<file path="config.mk">
export PLATFORM = sky130hd
export DESIGN_NAME = friscv_mem_arbiter
export DESIGN_NICKNAME = d
export VERILOG_FILES = /design/src/rtl/friscv_arb_pkg.sv /design/src/rtl/friscv_rr_arbiter.sv /design/src/rtl/friscv_mem_arbiter.sv
export SDC_FILE = /design/constraint.sdc
export NUM_CORES = 1
export LEC_CHECK = 0
export CAP_MARGIN = 10
export CORE_ASPECT_RATIO = 0.7
export CORE_MARGIN = 2
export CORE_UTILIZATION = 33
export CTS_CLUSTER_DIAMETER = 50
export DETAILED_ROUTE_END_ITERATION = 16
export PLACE_DENSITY = 0.83
export SYNTH_ARGS = -nofsm -noshare
export SYNTH_HDL_FRONTEND = slang
export SYNTH_SLANG_ARGS = --single-unit
</file>
<file path="constraint.sdc">
create_clock -name aclk -period 2.2 [get_ports aclk]
set_input_delay 0.22 -clock aclk [delete_from_list [all_inputs] [get_ports aclk]]
set_output_delay 0.22 -clock aclk [all_outputs]
set_load 0.02 [all_outputs]
</file>
<file path="src/rtl/friscv_arb_pkg.sv">
// rtl/friscv_arb_pkg.sv - shared types for the fetch/data memory arbiter
package friscv_arb_pkg;

  typedef enum logic [1:0] {
    IDLE     = 2'd0,
    GNT_INST = 2'd1,
    GNT_DATA = 2'd2
  } arb_state_t;

  // Requester ids double as bit positions in the req/gnt vectors
  typedef enum logic {
    REQ_INST = 1'b0,
    REQ_DATA = 1'b1
  } req_id_t;

endpackage

</file>
<file path="src/rtl/friscv_rr_arbiter.sv">
// rtl/friscv_rr_arbiter.sv - 2-way arbiter, round-robin or data-priority (FRISCV_ARB_DATA_PRIO_EN)
module friscv_rr_arbiter
  import friscv_arb_pkg::*;
(
  input  logic       aclk,
  input  logic       aresetn,
  input  logic       srst,
  input  logic [1:0] req,
  input  logic       advance,
  output logic [1:0] gnt,
  output req_id_t    last_grant
);

  always_comb begin
    gnt = 2'b00;
`ifdef FRISCV_ARB_DATA_PRIO_EN
    if (req[1])
      gnt = 2'b10;
    else if (req[0])
      gnt = 2'b01;
`else
    // On contention serve whoever did not win last time
    if (req == 2'b11)
      gnt = (last_grant == REQ_DATA) ? 2'b01 : 2'b10;
    else
      gnt = req;
`endif
  end

  // Pointer tracks the latest winner in both builds; it only steers round-robin
  always_ff @(posedge aclk or negedge aresetn) begin
    if (!aresetn)
      last_grant <= REQ_DATA;
    else if (srst)
      last_grant <= REQ_DATA;
    else if (advance && (req != 2'b00))
      last_grant <= gnt[1] ? REQ_DATA : REQ_INST;
  end

endmodule

</file>
<file path="src/rtl/friscv_mem_arbiter.sv">
// rtl/friscv_mem_arbiter.sv - shares one RAM port between fetch and load/store
// Optional data-over-fetch fixed priority with FRISCV_ARB_DATA_PRIO_EN.
module friscv_mem_arbiter
  import friscv_arb_pkg::*;
#(
  parameter int ADDRW = 16,
  parameter int XLEN  = 32
) (
  input  logic              aclk,
  input  logic              aresetn,
  input  logic              srst,
  input  logic              inst_en,
  input  logic [ADDRW-1:0]  inst_addr,
  output logic [XLEN-1:0]   inst_rdata,
  output logic              inst_ready,
  input  logic              data_en,
  input  logic              data_wr,
  input  logic [ADDRW-1:0]  data_addr,
  input  logic [XLEN-1:0]   data_wdata,
  input  logic [XLEN/8-1:0] data_strb,
  output logic [XLEN-1:0]   data_rdata,
  output logic              data_ready,
  output logic              ram_en,
  output logic              ram_wr,
  output logic [ADDRW-1:0]  ram_addr,
  output logic [XLEN-1:0]   ram_wdata,
  output logic [XLEN/8-1:0] ram_strb,
  input  logic [XLEN-1:0]   ram_rdata,
  input  logic              ram_ready
);

  arb_state_t state, state_nxt;
  logic [1:0] gnt;
  logic       advance;
  req_id_t    last_grant;

  assign advance = (state == IDLE);

  friscv_rr_arbiter u_arb (
    .aclk       (aclk),
    .aresetn    (aresetn),
    .srst       (srst),
    .req        ({data_en, inst_en}),
    .advance    (advance),
    .gnt        (gnt),
    .last_grant (last_grant)
  );

  always_ff @(posedge aclk or negedge aresetn) begin
    if (!aresetn)
      state <= IDLE;
    else if (srst)
      state <= IDLE;
    else
      state <= state_nxt;
  end

  // Completion and read data are forwarded combinationally to the owner only
  always_comb begin
    state_nxt  = state;
    ram_en     = 1'b0;
    inst_ready = 1'b0;
    data_ready = 1'b0;
    inst_rdata = '0;
    data_rdata = '0;
    case (state)
      IDLE: begin
        if (gnt[0])
          state_nxt = GNT_INST;
        else if (gnt[1])
          state_nxt = GNT_DATA;
      end
      GNT_INST: begin
        ram_en = 1'b1;
        if (ram_ready) begin
          inst_ready = 1'b1;
          inst_rdata = ram_rdata;
          state_nxt  = IDLE;
        end
      end
      GNT_DATA: begin
        ram_en = 1'b1;
        if (ram_ready) begin
          data_ready = 1'b1;
          data_rdata = ram_rdata;
          state_nxt  = IDLE;
        end
      end
      default: state_nxt = IDLE;
    endcase
  end

  // Payload is captured once at grant time and held for the whole transaction
  always_ff @(posedge aclk or negedge aresetn) begin
    if (!aresetn) begin
      ram_wr    <= 1'b0;
      ram_addr  <= '0;
      ram_wdata <= '0;
      ram_strb  <= '0;
    end else if (srst) begin
      ram_wr    <= 1'b0;
      ram_addr  <= '0;
      ram_wdata <= '0;
      ram_strb  <= '0;
    end else if (state == IDLE) begin
      if (gnt[0]) begin
        ram_wr    <= 1'b0;
        ram_addr  <= inst_addr;
        ram_wdata <= '0;
        ram_strb  <= '0;
      end else if (gnt[1]) begin
        ram_wr    <= data_wr;
        ram_addr  <= data_addr;
        ram_wdata <= data_wdata;
        ram_strb  <= data_strb;
      end
    end
  end

  a_inst_hold: assert property (@(posedge aclk) disable iff (!aresetn || srst)
    (state == GNT_INST) |-> inst_en);
  a_data_hold: assert property (@(posedge aclk) disable iff (!aresetn || srst)
    (state == GNT_DATA) |-> data_en);
  a_idle_quiet: assert property (@(posedge aclk) disable iff (!aresetn || srst)
    (state == IDLE) |-> !(inst_ready || data_ready));
  a_ptr_inst: assert property (@(posedge aclk) disable iff (!aresetn || srst)
    (state == GNT_INST) |-> (last_grant == REQ_INST));
  a_ptr_data: assert property (@(posedge aclk) disable iff (!aresetn || srst)
    (state == GNT_DATA) |-> (last_grant == REQ_DATA));

endmodule

</file>
==> metrics.txt <==
Overall Global Routing Usage 0.2117; initial antenna violation count 0; final setup TNS 0 ns; hpwl dp 7546 um; kind of critical path flop to output port; critical path peak fanout 33; Int Pwr 2.047 mW; Final period util 0.9715; Post-Synth Simple-Gate Area 0.2113; net count after synthesis 349; residual DRC count 0; crit path time final 2.137 ns; Synth Area in Compound Gates 0.2028; number of global-route vias before repair 2942; commonest cells in the netlist and3_1, dfrtp_1, a22o_1, nor3b_1; post-synthesis adder-cell area fraction 0.01340; outcome complete, no violations; Finish-stage setup viols 0; synth top area cells dfrtp_1, and3_1, a22o_1; postcts setup bufs 0; register bit total from synthesis 56; library cells used by synthesis 26; clk_lat worst skew 0.29 ns; count leader, synth and3_1; DRT iter0 DRCs 110; routed wire length 10290 um; combinational family with the most area after synthesis simple AND/OR/NAND/NOR gates; NetSw 0.8749 mW; grt total ovfl 0; pre-CTS setup slack 0.1295 ns; share of the synthesized area in the top cell type 0.4913; Die Width 114.1 um; die footprint 0.009254 mm2; critical path startpoint state[1]; Primary FF master, synth dfrtp_1; # IOs 227; clock root buffer clkbuf_16; Layout area overhead 95.18%; antenna viol nets, final 0; worst slew pin tran 0.8714 ns; Worst setup EP type output port; multiplexer share of the synthesized area 0; Async SR Flop Fraction 1.000; cell taking the most area after synthesis dfrtp_1; power per cell area 534.5 mW/mm2; routability cong. 0.8853; sw frac 0.2994; total power 2.922 mW; Req. time, crit path 1.98 ns; Filler cells 675; maximum vdd drop 0.0003552 V; core area 0.008338 mm2; drt pass-1 iters 4; sequential-to-total area share from yosys stat 0.5007; critical path arrival 1.92 ns; setup ws final 0.06262 ns; cell area after synthesis 0.002801 mm2; drt wl/cell 18.22 um; max_slew headroom 0.4177; Slew Limit Fails 0; input/output buffers 226; Non-Filler Instances 565; Synth Area in XOR/XNOR 0; vias 2893; CTS Sinks 56; Nets 569; warnings from Yosys 0; starting density of the core 0.3360; Die H 81.09 um; Critical Path Start Type flop; worst hold-check path type input port to asynchronous set/reset pin; CTS tree yes; Fin Hold WS 0.4666 ns; RSZ-0062 raised after global routing false; antenna cell count 0; Worst Skew 0.005413 ns; Max-cap violations 0; Clock power frac 0.277; H-tree levels 2; Pleak 3.557 nW; Post-synth EDFFs 0; clock tree buffer depth 2; layout cells sized above 1 0.06739; clk slew on worst S/H paths 0.08 ns; Reg area 0.001403 mm2; Peak Freq 467.9 MHz; vias per cell 5.120; largest net degree at the start of global routing 68; CTS Buf Count 5; Avg Inst Size Synth 11.72 um2; sequential share of power 0.397; logic gate share of total power 0.326; first-pass GRT wire length 15550 um; reg2reg start state[0]; Final Hold Viols 0; Cells after Synth 239; area occupied by multi-input gates 0.001197 mm2; placement row count 28; Cells after DPL 556
## power groups by stage
stage / clock network [mW] / registers, mW / logic, mW
2_1_floorplan: 0 / 1.27 / 0.341
3_3_place_gp: 0 / 1.17 / 0.946
3_5_place_dp: 0 / 1.18 / 0.957
4_1_cts: 0.837 / 1.16 / 0.963
5_1_grt: 0.884 / 1.17 / 1.01
6_report: 0.811 / 1.16 / 0.952
## layout make-up
cell class	instances	share of cell area
Multi-Input combinational cell	152	0.2190
Timing Repair Buffer	239	0.4691
Clock inverter	3	0.005034
Inverter	5	0.003432
Tap cell	105	0.02403
Sequential cell	56	0.2565
Clock buffer	5	0.02288
## through the flow
| step | utilization | instance area (um2) |
|---|---|---|
| final | 0.6558 | 5468 |
| after global routing | 0.6558 | 5468 |
| after CTS | 0.6369 | 5310 |
| after detailed placement | 0.6173 | 5147 |
| after global placement | 0.6173 | 5147 |
| after floorplan | - | 2801 |
## placed cells by master (no fill, tap or decap)
master | synthesis | final
a21boi_0 | 1 | 1
and2_1 | 2 | 2
ha_1 | 3 | 3
a221o_1 | 13 | 13
o2bb2ai_1 | 1 | 1
dlymetal6s2s_1 | 0 | 63
o211ai_1 | 1 | 1
and2b_1 | 1 | 1
buf_2 | 2 | 1
buf_12 | 0 | 4
clkinvlp_4 | 0 | 1
clkinv_4 | 0 | 1
nand2_1 | 1 | 1
nand2b_1 | 1 | 1
nor2_4 | 1 | 1
o21a_1 | 1 | 1
inv_2 | 1 | 1
nor3_4 | 1 | 1
a22o_1 | 38 | 38
buf_4 | 0 | 8
clkdlybuf4s50_1 | 0 | 162
dlygate4sd3_1 | 0 | 1
a221o_2 | 4 | 4
nor3b_1 | 16 | 16
dfrtp_1 | 55 | 55
o32ai_1 | 1 | 1
clkbuf_16 | 0 | 5
inv_1 | 4 | 4
dfstp_2 | 1 | 1
inv_8 | 0 | 1
a211oi_4 | 1 | 1
and3_1 | 64 | 64
nand2b_4 | 1 | 1
## sequential cells by signal, indices dropped and copies added, names as in the netlist
name / flops
u_arb.last_grant: 1
ram_wdata: 32
ram_wr: 1
state: 2
ram_addr: 16
ram_strb: 4
## what timing repair did
item	CTS	global route
endpoints found under the setup margin	0	63
resized for setup	0	63
endpoints found under the hold margin	24	0
hold buffers	1	0
## worst paths after layout
check                                 to  slack (ns)  cells after the start
setup / recovery           inst_rdata[4]        0.06                      5
hold reg to reg             ram_wdata[3]        0.51                      1
min in group aclk           ram_wdata[3]        0.51                      1
max in group asynchronous    ram_addr[6]        1.15                      3
setup reg to reg            ram_wdata[4]        0.24                      5
hold / removal             ram_wdata[27]        0.47                      2
## kinds of logic (layout without fill, tap and decap cells)
| logic type | after synthesis | count (layout) |
|---|---|---|
| DFF | 56 | 56 |
| and+or+nand+nor | 88 | 88 |
| adders and majority gates | 3 | 3 |
| AOI/OAI and AO/OA | 61 | 61 |
| buffers and inverters | 31 | 252 |
## layer usage
| metal | vias to the layer above | routed length (um) | GRT usage |
|---|---|---|---|
| li1 | 1359 | - | - |
| met1 | 1393 | 4358 | 0.2837 |
| met2 | 129 | 5039 | 0.3589 |
| met3 | 12 | 741 | 0.04776 |
| met4 | 0 | 155 | 0.03780 |
| met5 | - | 0 | 0 |
## critical path, cell delays in order (launching register included)
cell	delay, ns
dfrtp_1	0.42
inv_1	0.09
ha_1	0.19
buf_12	0.17
and3_1	0.16
clkdlybuf4s50_1	0.60
No activity file was read; power rests on OpenSTA's default activity.
